--- config.mk ---
export PLATFORM = sky130hd
export DESIGN_NAME = blackjack_round_ctrl
export DESIGN_NICKNAME = d
export VERILOG_FILES = /design/src/rtl/bj_pkg.sv /design/src/rtl/bj_hand_acc.sv /design/src/rtl/blackjack_round_ctrl.sv
export SDC_FILE = /design/constraint.sdc
export NUM_CORES = 1
export LEC_CHECK = 0
export ABC_AREA = 1
export CAP_MARGIN = 20
export CORE_MARGIN = 2
export CORE_UTILIZATION = 63
export CTS_CLUSTER_SIZE = 8
export DETAILED_ROUTE_END_ITERATION = 10
export HOLD_SLACK_MARGIN = 0.12
export PLACE_DENSITY_LB_ADDON = 0.3
export SLEW_MARGIN = 0
export SYNTH_ARGS = -nofsm -noshare
export SYNTH_HDL_FRONTEND = slang
export SYNTH_HIERARCHICAL = 1
export SYNTH_SLANG_ARGS = --single-unit
export TNS_END_PERCENT = 20
--- constraint.sdc ---
create_clock -name clk -period 5.3 [get_ports clk]
set_input_delay 1.59 -clock clk [delete_from_list [all_inputs] [get_ports clk]]
set_output_delay 1.59 -clock clk [all_outputs]
set_load 0.05 [all_outputs]
--- src/rtl/bj_pkg.sv ---
// bj_pkg: shared types and constants for the blackjack round controller.
//   - bj_state_e : FSM state codes, reported on state_out
//   - bj_res_e   : per-hand result codes (NONE/WIN/LOSE/PUSH/BJ)
//   - bj_kind_e  : what the outstanding card request is for
//   - bj_score_t : the parts of a hand that settlement looks at
//   - bj_settle  : settles one player hand against the dealer
package bj_pkg;

    localparam logic [3:0] CARD_ACE = 4'd1;
    localparam logic [3:0] CARD_TEN = 4'd10;
    localparam logic [4:0] BJ_LIMIT = 5'd21;

    typedef enum logic [3:0] {
        S_IDLE   = 4'd0,
        S_DEAL_P = 4'd1,
        S_DEAL_D = 4'd2,
        S_CHECK  = 4'd3,
        S_PLAY   = 4'd4,
        S_DEALER = 4'd5,
        S_SETTLE = 4'd6,
        S_DONE   = 4'd7,
        S_REQ    = 4'd8,   // card_on strobe
        S_WAIT   = 4'd9,   // sample card1_in/card2_in
        S_GAP    = 4'd10,  // idle after an empty card
        S_ADD2   = 4'd11,  // second card of a two-card deal
        S_FIN    = 4'd12   // active hand finished
    } bj_state_e;

    typedef enum logic [2:0] {
        RES_NONE = 3'd0,
        RES_WIN  = 3'd1,
        RES_LOSE = 3'd2,
        RES_PUSH = 3'd3,
        RES_BJ   = 3'd4
    } bj_res_e;

    typedef enum logic [2:0] {
        K_DEAL_P = 3'd0,
        K_DEAL_D = 3'd1,
        K_HIT    = 3'd2,
        K_DOUBLE = 3'd3,
        K_SPLIT0 = 3'd4,
        K_SPLIT1 = 3'd5,
        K_DEALER = 3'd6
    } bj_kind_e;

    typedef struct packed {
        logic [4:0] best;
        logic       bust;
        logic       natural;  // already qualified with "never split"
    } bj_score_t;

    function automatic bj_res_e bj_settle(input bj_score_t p, input bj_score_t d);
        if (p.bust)           return RES_LOSE;
        if (p.natural)        return d.natural ? RES_PUSH : RES_BJ;
        if (d.natural)        return RES_LOSE;
        if (d.bust)           return RES_WIN;
        if (p.best > d.best)  return RES_WIN;
        if (p.best < d.best)  return RES_LOSE;
        return RES_PUSH;
    endfunction

endpackage

--- src/rtl/bj_hand_acc.sv ---
// bj_hand_acc: running score of one blackjack hand.
//   clk, reset_n : clock, async active-low reset
//   clear        : empty the hand (if add_en is also set, card becomes the only card)
//   add_en, card : add one card (1..10, 1 = ace)
//   hard         : hard sum, saturating at 31
//   best         : hard + 10 when an ace can count as 11
//   ace, count   : any ace seen, number of cards (saturating at 7)
//   bust         : best > 21
//   natural      : two-card 21 (split qualification is applied by the caller)
module bj_hand_acc
    import bj_pkg::*;
(
    input  logic       clk,
    input  logic       reset_n,
    input  logic       clear,
    input  logic       add_en,
    input  logic [3:0] card,
    output logic [4:0] hard,
    output logic [4:0] best,
    output logic       ace,
    output logic [2:0] count,
    output logic       bust,
    output logic       natural
);

    logic [4:0] hard_q, hard_d;
    logic       ace_q, ace_d;
    logic [2:0] cnt_q, cnt_d;
    logic [5:0] sum;

    always_comb begin
        hard_d = hard_q;
        ace_d  = ace_q;
        cnt_d  = cnt_q;
        sum    = '0;
        if (clear) begin
            hard_d = '0;
            ace_d  = 1'b0;
            cnt_d  = '0;
        end
        if (add_en) begin
            sum    = {1'b0, hard_d} + {2'b0, card};
            hard_d = sum[5] ? 5'd31 : sum[4:0];
            ace_d  = ace_d | (card == CARD_ACE);
            if (cnt_d != 3'd7) cnt_d = cnt_d + 3'd1;
        end
    end

    always_ff @(posedge clk or negedge reset_n) begin
        if (!reset_n) begin
            hard_q <= '0;
            ace_q  <= 1'b0;
            cnt_q  <= '0;
        end else begin
            hard_q <= hard_d;
            ace_q  <= ace_d;
            cnt_q  <= cnt_d;
        end
    end

    // Only one ace can ever count as 11, so the soft total is hard + 10.
    assign best    = (ace_q && hard_q <= 5'd11) ? hard_q + {1'b0, CARD_TEN} : hard_q;
    assign hard    = hard_q;
    assign ace     = ace_q;
    assign count   = cnt_q;
    assign bust    = best > BJ_LIMIT;
    assign natural = (cnt_q == 3'd2) && (best == BJ_LIMIT);

endmodule

--- src/rtl/blackjack_round_ctrl.sv ---
// blackjack_round_ctrl: sequences one blackjack round.
//   clk, reset_n            : clock, async active-low reset
//   start                   : begin a round (IDLE/DONE only)
//   hit/stand/double_dn/split : player button pulses, accepted only in PLAY
//   card1_in, card2_in      : generator cards (0 = no card)
//   card_on                 : one-cycle card request
//   state_out, active_hand  : FSM state, hand being played
//   player_total0/1, dealer_total : best totals (dealer shows up card until revealed)
//   doubled, result0/1      : per-hand doubled flag and result code
//   card_err                : pulse when a needed card sampled as 0
//   round_done              : high in DONE
module blackjack_round_ctrl
    import bj_pkg::*;
#(
    parameter int DEALER_STAND = 17,
    parameter int RETRY_GAP    = 1
) (
    input  logic       clk,
    input  logic       reset_n,
    input  logic       start,
    input  logic       hit,
    input  logic       stand,
    input  logic       double_dn,
    input  logic       split,
    input  logic [3:0] card1_in,
    input  logic [3:0] card2_in,
    output logic       card_on,
    output logic [3:0] state_out,
    output logic       active_hand,
    output logic [4:0] player_total0,
    output logic [4:0] player_total1,
    output logic [4:0] dealer_total,
    output logic [1:0] doubled,
    output logic [2:0] result0,
    output logic [2:0] result1,
    output logic       card_err,
    output logic       round_done
);

    localparam logic [4:0] STAND_AT = 5'(DEALER_STAND);
    localparam logic [7:0] GAP_INIT = 8'(RETRY_GAP - 1);

    bj_state_e  state_q, state_d;
    bj_kind_e   kind_q, kind_d;
    logic [7:0] gap_q, gap_d;
    logic       active_q, active_d;
    logic       split_q, split_d;
    logic       reveal_q, reveal_d;
    logic [1:0] dbl_q, dbl_d;
    bj_res_e    res0_q, res0_d, res1_q, res1_d;
    logic [4:0] up_q, up_d;       // dealer up-card value shown before reveal
    logic [3:0] pend_q, pend_d;   // card2 of a deal, added the cycle after card1
    logic [3:0] c1_q, c1_d;       // player's first two cards, kept for a split
    logic [3:0] c2_q, c2_d;

    // accumulator index: 0 = hand 0, 1 = hand 1, 2 = dealer
    logic [2:0]      acc_clr, acc_add;
    logic [2:0][3:0] acc_card;
    logic [2:0][4:0] h_hard, h_best;
    logic [2:0][2:0] h_cnt;
    logic [2:0]      h_ace, h_bust, h_nat;

    genvar gi;
    for (gi = 0; gi < 3; gi++) begin : g_acc
        bj_hand_acc u_acc (
            .clk     (clk),
            .reset_n (reset_n),
            .clear   (acc_clr[gi]),
            .add_en  (acc_add[gi]),
            .card    (acc_card[gi]),
            .hard    (h_hard[gi]),
            .best    (h_best[gi]),
            .ace     (h_ace[gi]),
            .count   (h_cnt[gi]),
            .bust    (h_bust[gi]),
            .natural (h_nat[gi])
        );
    end

    // Hard sums and ace flags only matter inside the accumulators.
    logic unused_acc;
    assign unused_acc = ^{h_hard, h_ace, h_cnt[2]};

    bj_score_t p0_sc, p1_sc, d_sc;
    assign p0_sc = {h_best[0], h_bust[0], h_nat[0] & ~split_q};
    assign p1_sc = {h_best[1], h_bust[1], h_nat[1] & ~split_q};
    assign d_sc  = {h_best[2], h_bust[2], h_nat[2]};

    logic       cur_bust, all_bust, split_ok, need2, bad_card;
    logic [2:0] cur_cnt;
    assign cur_bust = active_q ? h_bust[1] : h_bust[0];
    assign cur_cnt  = active_q ? h_cnt[1]  : h_cnt[0];
    assign all_bust = h_bust[0] & (~split_q | h_bust[1]);
    assign split_ok = ~active_q & ~split_q & (h_cnt[0] == 3'd2) & (c1_q == c2_q);
    assign need2    = (kind_q == K_DEAL_P) || (kind_q == K_DEAL_D);
    assign bad_card = (card1_in == 4'd0) || (need2 && card2_in == 4'd0);

    always_comb begin
        state_d  = state_q;
        kind_d   = kind_q;
        gap_d    = gap_q;
        active_d = active_q;
        split_d  = split_q;
        reveal_d = reveal_q;
        dbl_d    = dbl_q;
        res0_d   = res0_q;
        res1_d   = res1_q;
        up_d     = up_q;
        pend_d   = pend_q;
        c1_d     = c1_q;
        c2_d     = c2_q;
        acc_clr  = '0;
        acc_add  = '0;
        acc_card = '0;
        card_on  = 1'b0;
        card_err = 1'b0;

        case (state_q)
            S_IDLE, S_DONE: begin
                if (start) begin
                    acc_clr  = 3'b111;
                    active_d = 1'b0;
                    split_d  = 1'b0;
                    reveal_d = 1'b0;
                    dbl_d    = '0;
                    res0_d   = RES_NONE;
                    res1_d   = RES_NONE;
                    up_d     = '0;
                    state_d  = S_DEAL_P;
                end
            end
            S_DEAL_P: begin
                kind_d  = K_DEAL_P;
                state_d = S_REQ;
            end
            S_DEAL_D: begin
                kind_d  = K_DEAL_D;
                state_d = S_REQ;
            end
            S_REQ: begin
                card_on = 1'b1;
                state_d = S_WAIT;
            end
            S_WAIT: begin
                if (bad_card) begin
                    // Nothing is added; the same request is simply repeated.
                    card_err = 1'b1;
                    if (RETRY_GAP == 0) begin
                        state_d = S_REQ;
                    end else begin
                        gap_d   = GAP_INIT;
                        state_d = S_GAP;
                    end
                end else begin
                    case (kind_q)
                        K_DEAL_P: begin
                            acc_add[0]  = 1'b1;
                            acc_card[0] = card1_in;
                            c1_d        = card1_in;
                            c2_d        = card2_in;
                            pend_d      = card2_in;
                            state_d     = S_ADD2;
                        end
                        K_DEAL_D: begin
                            acc_add[2]  = 1'b1;
                            acc_card[2] = card1_in;
                            up_d        = (card1_in == CARD_ACE) ? {1'b0, CARD_TEN} + 5'd1
                                                                 : {1'b0, card1_in};
                            pend_d      = card2_in;
                            state_d     = S_ADD2;
                        end
                        K_DEALER: begin
                            acc_add[2]  = 1'b1;
                            acc_card[2] = card1_in;
                            state_d     = S_DEALER;
                        end
                        default: begin
                            // hit, double, split follow-ups: card goes to the active hand
                            if (active_q) begin
                                acc_add[1]  = 1'b1;
                                acc_card[1] = card1_in;
                            end else begin
                                acc_add[0]  = 1'b1;
                                acc_card[0] = card1_in;
                            end
                            state_d = (kind_q == K_DOUBLE) ? S_FIN : S_PLAY;
                        end
                    endcase
                end
            end
            S_ADD2: begin
                if (kind_q == K_DEAL_P) begin
                    acc_add[0]  = 1'b1;
                    acc_card[0] = pend_q;
                    state_d     = S_DEAL_D;
                end else begin
                    acc_add[2]  = 1'b1;
                    acc_card[2] = pend_q;
                    state_d     = S_CHECK;
                end
            end
            S_CHECK: begin
                if (p0_sc.natural || d_sc.natural) begin
                    reveal_d = 1'b1;
                    state_d  = S_SETTLE;
                end else begin
                    active_d = 1'b0;
                    state_d  = S_PLAY;
                end
            end
            S_PLAY: begin
                // Bust closes the hand before any button is looked at; 21 does not.
                if (cur_bust || stand) begin
                    state_d = S_FIN;
                end else if (double_dn && cur_cnt == 3'd2) begin
                    if (active_q) dbl_d[1] = 1'b1;
                    else          dbl_d[0] = 1'b1;
                    kind_d  = K_DOUBLE;
                    state_d = S_REQ;
                end else if (split && split_ok) begin
                    // Rebuild both hands from the kept deal cards in one cycle.
                    split_d     = 1'b1;
                    acc_clr[0]  = 1'b1;
                    acc_add[0]  = 1'b1;
                    acc_card[0] = c1_q;
                    acc_clr[1]  = 1'b1;
                    acc_add[1]  = 1'b1;
                    acc_card[1] = c2_q;
                    kind_d      = K_SPLIT0;
                    state_d     = S_REQ;
                end else if (hit) begin
                    kind_d  = K_HIT;
                    state_d = S_REQ;
                end
            end
            S_FIN: begin
                if (!active_q && split_q) begin
                    active_d = 1'b1;
                    kind_d   = K_SPLIT1;
                    state_d  = S_REQ;
                end else begin
                    reveal_d = 1'b1;
                    state_d  = all_bust ? S_SETTLE : S_DEALER;
                end
            end
            S_DEALER: begin
                if (h_best[2] < STAND_AT) begin
                    kind_d  = K_DEALER;
                    state_d = S_REQ;
                end else begin
                    state_d = S_SETTLE;
                end
            end
            S_SETTLE: begin
                res0_d  = bj_settle(p0_sc, d_sc);
                res1_d  = split_q ? bj_settle(p1_sc, d_sc) : RES_NONE;
                state_d = S_DONE;
            end
            S_GAP: begin
                if (gap_q == 8'd0) state_d = S_REQ;
                else               gap_d   = gap_q - 8'd1;
            end
            default: state_d = S_IDLE;
        endcase
    end

    always_ff @(posedge clk or negedge reset_n) begin
        if (!reset_n) begin
            state_q  <= S_IDLE;
            kind_q   <= K_DEAL_P;
            gap_q    <= '0;
            active_q <= 1'b0;
            split_q  <= 1'b0;
            reveal_q <= 1'b0;
            dbl_q    <= '0;
            res0_q   <= RES_NONE;
            res1_q   <= RES_NONE;
            up_q     <= '0;
            pend_q   <= '0;
            c1_q     <= '0;
            c2_q     <= '0;
        end else begin
            state_q  <= state_d;
            kind_q   <= kind_d;
            gap_q    <= gap_d;
            active_q <= active_d;
            split_q  <= split_d;
            reveal_q <= reveal_d;
            dbl_q    <= dbl_d;
            res0_q   <= res0_d;
            res1_q   <= res1_d;
            up_q     <= up_d;
            pend_q   <= pend_d;
            c1_q     <= c1_d;
            c2_q     <= c2_d;
        end
    end

    assign state_out     = state_q;
    assign active_hand   = active_q;
    assign player_total0 = h_best[0];
    assign player_total1 = h_best[1];
    assign dealer_total  = reveal_q ? h_best[2] : up_q;
    assign doubled       = dbl_q;
    assign result0       = res0_q;
    assign result1       = res1_q;
    assign round_done    = (state_q == S_DONE);

endmodule

==> results.md, run 1 <==
- Status: finished clean
- Final GP Congestion: 0.949
- Area of the multi-input gates: 3000 um2
- Clk buf depth: 2
- Sink Count: 69
- Clock latency on the worst-skew pair: 350 ps
- Syn avg cell area: 7.05 um2
- Clk slew on worst S/H paths: 80 ps
- Post-synthesis cell count: 750
- # diodes: 0
- Grt ovf: 0
- Average vias per placed instance: 5.70
- Critical path type: primary input to output port
- Core region area: 8180 um2
- Die height: 95.6 um
- Largest net degree at the start of global routing: 43
- Hold-fix buffers, CTS: 0
- Fmax: 0.217 GHz
- Synth Cell Area: 5290 um2
- Leak: 3.08 nW
- CP max stage delay: 460 ps
- Endpoints failing setup: 0
- Required time worst endpoint: 3710 ps
- Root Buffer: clkbuf_8
- Min-Delay Path Depth: 2
- Worst r2r dst: g_acc[0].u_acc/hard[1]
- Fin crit share: 86.8%
- CP Depth: 7
- End point of the worst hold path: result1[0]
- Worst setup SP type: primary input
- Number of global-route vias before repair: 4860
- Sequential Area: 1730 um2
- Reg-to-reg startpoint: g_acc[0].u_acc/hard[1]
- Endpoints failing hold: 0
- Yosys warns: 6
- Fin nets: 853
- Post-CTS setup buffer count: 0
- Setup tns final: 0 ps
- Vias: 5199
- Final Util: 74.0%
- Final Critical Period: 4600 ps
- Crit. Startpoint: card1_in[2]
- Filler cell count: 669
- WP data arrival: 3010 ps
- Crit path buffers/inverters: 4
- Worst min-delay path startpoint: result1[0]
- Worst Setup End Kind: output port
- Initial core utilization: 64.7%
- Layout cell share with drive strength beyond 1: 9.17%
- Worst path slowest cell: clkdlybuf4s50_1
- ANT nets after route: 0
- Die width: 95.6 um
- Final Skew: 9.10 ps
- Drc violations: 0
- Max_cap viols: 0
- R2R cell count: 19
- Delay-heaviest family, CP: buffers and inverters
- Max IR drop VDD: 0.226 mV
- H-tree levels: 3
- Ports: 46
- Wirelength per Cell: 14.8 um
- Number of port buffers: 45
- Area grow syn2layout: 14.5%
- Slew headroom: 60.7%
- Die area: 9140 um2
- CTS tree: done
- CTS resizes: 0
- 1st-iter DRT viols: 410
- # rows: 33
- Final WL: 13500 um
- Crit-path cells: clkdlybuf4s50_1 -> inv_1 -> nand4_1 -> nand2_1 -> nand2_1 -> inv_1 -> buf_4
- TritonCTS Buffers: 9
- Pre-antenna DRT Iters: 6
- Flop2flop setup slack: 1520 ps
- Slew Limit Fails: 0
- Worst-Margin Slew: 588 ps
- Dpl hpwl: 10700 um
- Initial antenna violation count: 0
- P per Cell Area: 525 nW/um2
- Total track usage: 31.8%
- Worst Hold Class: flop to flop
- Syn_nets: 801
- RSZ-0062 raised after global routing: false
- First-pass GRT wire length: 22600 um
- Crit-path max FO: 5
[flip-flops by register name (all words and copies together), names as in the netlist]
name,cells
g_acc.u_acc/hard,15
g_acc.u_acc/count,9
gap_q,8
c1_q,4
c2_q,4
pend_q,4
state_out,4
up_q,4
g_acc.u_acc/ace,3
kind_q,3
result0,3
result1,3
doubled,2
active_hand,1
reveal_q,1
split_q,1
[worst max-delay path by stage]
stage                                         to
final                                   card_err
after global routing                    card_err
after CTS                               card_err
after detailed placement  g_acc[0].u_acc/hard[1]
after global placement                  card_err
after floorplan                         card_err
[tightest hold or removal path: stages (launching register included)]
cell     delay, ps
dfrtp_1        350
nand2_1         50
o21ai_0         60
[cells in the final DEF (no fill, tap or decap), drive strengths merged, types with 4 or more instances in the layout]
| master | n |
|---|---|
| a21oi | 28 |
| o21ai | 51 |
| nand4 | 28 |
| clkdlybuf4s50 | 43 |
| o31ai | 4 |
| nand2 | 192 |
| ha | 33 |
| o211ai | 4 |
| clkbuf | 11 |
| dfrtp | 69 |
| nand3 | 62 |
| o22ai | 19 |
| buf | 5 |
| inv | 134 |
| or2 | 8 |
| nand3b | 8 |
| xor2 | 5 |
| nor2 | 76 |
[routing by layer]
layer / wire length, um / track usage [%] / vias to the layer above
met4: 323 / 11.8 / 0
met5: 0 / 0 / -
met2: 6320 / 52.5 / 224
met3: 956 / 4.66 / 27
li1: - / - / 2553
met1: 5920 / 42.3 / 2395
[power by group]
part	total, mW	internal (mW)	switching [mW]
clock	0.458	0.243	0.215
combinational	1.86	0.625	1.23
sequential	0.859	0.700	0.160
total	3.18	1.57	1.61
[metrics by stage]
stage	total power [mW]	setup slack [ps]	instance area [um2]	hold slack, ps	instances
2_1_floorplan	2.23	1310	5290	486	750
3_3_place_gp	2.63	795	5820	463	895
3_5_place_dp	2.70	688	5820	474	895
4_1_cts	3.16	732	6030	493	911
5_1_grt	3.46	637	6050	516	912
6_report	3.18	702	6050	489	912
[area by class of cell]
class                      count  share of cell area, %
clock buffer                  11                   2.50
clock inverter                 5                  0.971
inverter                     134                   8.31
multi-input combinational    540                   49.6
sequential                    69                   28.5
tap                          105                   2.17
timing repair buffer          48                   7.90
Note: power is estimated with default switching activity, not from simulation.
==> run 2, diff against run 1 <==
Settings changed: CTS_CLUSTER_SIZE 8 to 28.
==> results of run 2 <==
Same layout as run 1: the final DEF is identical, and so are final timing and power.
==> run 3, diff against run 2 <==
Settings changed: CAP_MARGIN 20 to unset.
==> run 3 against run 2 <==
Cell count shrank 0.11%. Largest cell class unchanged. Largest power group unchanged. Clock skew about the same. Non-clock buffer count is 1 lower. Sequential power about the same. Routed wire length up 0.31%.
==> results.md, run 3 (synthesis gave the netlist of run 1 again) <==
- Status: finished clean (unchanged)
- WP data arrival: 3020 ps (was 3010 ps)
- Largest register FFs: 15 (unchanged)
- Die height: 95.6 um (unchanged)
- Die width: 95.6 um (unchanged)
- Number of port buffers: 45 (unchanged)
- Sequential Area: 1730 um2 (unchanged)
- CTS resizes: 0 (unchanged)
- # rows: 33 (unchanged)
- Fmax: 0.217 GHz (about the same)
- Final Critical Period: 4610 ps (was 4600 ps)
- ANT nets after route: 0 (unchanged)
- Average vias per placed instance: 5.70 (about the same)
- TritonCTS Buffers: 9 (unchanged)
- First-pass GRT wire length: 22600 um (unchanged)
- Max IR drop VDD: 0.229 mV (was 0.226 mV)
- Fin crit share: 87.0% (was 86.8%)
- Die area: 9140 um2 (unchanged)
- Sink Count: 69 (unchanged)
- DP Area: 5820 um2 (unchanged)
- Core region area: 8180 um2 (unchanged)
- Slew Limit Fails: 0 (unchanged)
- Flop2flop setup slack: 1530 ps (was 1520 ps)
- Root Buffer: clkbuf_8 (unchanged)
- Worst setup SP type: primary input (unchanged)
- Final Util: 73.8% (was 74.0%)
- Fin nets: 852 (was 853)
- Clock latency on the worst-skew pair: 360 ps (was 350 ps)
- Placed cell count: 895 (unchanged)
- Largest net degree at the start of global routing: 43 (unchanged)
- Worst Setup End Kind: output port (unchanged)
- Slew headroom: 35.3% (was 60.7%)
- Setup tns final: 0 ps (unchanged)
- Final Skew: 9.35 ps (was 9.10 ps)
- Area grow syn2layout: 14.1% (was 14.5%)
- Clk buf depth: 2 (unchanged)
- Area of the multi-input gates: 3000 um2 (unchanged)
- Most frequent cells in the layout: nand2_1 (184), inv_1 (121), dfrtp_1 (69), nor2_1 (68), nand3_1 (61) (unchanged)
- CTS tree: done (unchanged)
- Critical path type: primary input to output port (unchanged)
- Wirelength per Cell: 14.9 um (was 14.8 um)
- Initial antenna violation count: 0 (unchanged)
- Total track usage: 31.8% (unchanged)
- Clk slew on worst S/H paths: 80 ps (about the same)
- Most common cell after layout, fill and taps aside: nand2_1 (unchanged)
- Grt ovf: 0 (unchanged)
- Required time worst endpoint: 3710 ps (about the same)
- Dpl hpwl: 10700 um (unchanged)
- Vias: 5191 (was 5199)
- H-tree levels: 3 (unchanged)
- Worst Hold Class: flop to flop (unchanged)
- P per Cell Area: 527 nW/um2 (was 525 nW/um2)
- Worst-Margin Slew: 970 ps (was 588 ps)
- Crit-path max FO: 5 (unchanged)
- Endpoints failing setup: 0 (unchanged)
- Post-CTS setup buffer count: 0 (unchanged)
- Final WL: 13600 um (was 13500 um)
- Design area: 6030 um2 (was 6050 um2)
- Layout cell share with drive strength beyond 1: 9.06% (was 9.17%)
- Drc violations: 0 (unchanged)
- Final Non-Filler Cells: 911 (was 912)
- Filler cell count: 671 (was 669)
- Initial core utilization: 64.7% (unchanged)
- Ports: 46 (unchanged)
- 1st-iter DRT viols: 422 (was 410)
- Endpoints failing hold: 0 (unchanged)
- # diodes: 0 (unchanged)
- Pre-antenna DRT Iters: 7 (was 6)
- RSZ-0062 raised after global routing: false (unchanged)
- Max_cap viols: 0 (unchanged)
- Final GP Congestion: 0.949 (unchanged)
- Number of global-route vias before repair: 4860 (unchanged)
- Leak: 3.07 nW (was 3.08 nW)
- Hold-fix buffers, CTS: 0 (unchanged)
## run 3: changes by cell type in the layout (fill, tap and decap cells not counted)
| cell | change |
|---|---|
| buf_12 | -1 |
## run 3: layout make-up
type                       count  area share, %
clock buffer                  11           2.51
inverter                     134           8.34
sequential                    69           28.6
tap                          105           2.18
clock inverter                 5          0.975
multi-input combinational    540           49.8
timing repair buffer          47           7.59
## run 3: where the power goes
group | internal (mW) | total [mW] | switching (mW)
combinational | 0.623 | 1.86 | 1.23
clock | 0.243 | 0.459 | 0.216
sequential | 0.700 | 0.861 | 0.161
## run 3: per-stage QoR
step / hold WS, ps / setup WS, ps / power, mW
2_1_floorplan: 486 / 1310 / 2.23
3_3_place_gp: 463 / 795 / 2.63
3_5_place_dp: 474 / 688 / 2.70
4_1_cts: 493 / 732 / 3.16
5_1_grt: 516 / 637 / 3.46
6_report: 488 / 689 / 3.18
## run 3: worst paths after layout
| kind | to | depth (start not counted) | from |
|---|---|---|---|
| hold reg to reg | result1[0] | 2 | result1[0] |
| setup / recovery | card_err | 7 | card1_in[2] |
| min in group asynchronous | result1[0] | 1 | reset_n |
| max in group asynchronous | c1_q[3] | 2 | reset_n |
| hold / removal | result1[0] | 2 | result1[0] |
| setup reg to reg | g_acc[0].u_acc/hard[1] | 19 | g_acc[0].u_acc/hard[1] |
## run 3: per-layer routing
layer / share of wire (%) / track usage [%]
met4: 2.3 / 11.8
met1: 44 / 42.3
met5: 0 / 0
met3: 6.7 / 4.66
met2: 47 / 52.5
## run 3: worst max-delay path: stages
cell	delay (ps)
clkdlybuf4s50_1	470
inv_1	170
nand4_1	170
nand2_1	210
nand2_1	140
inv_1	70
buf_4	190
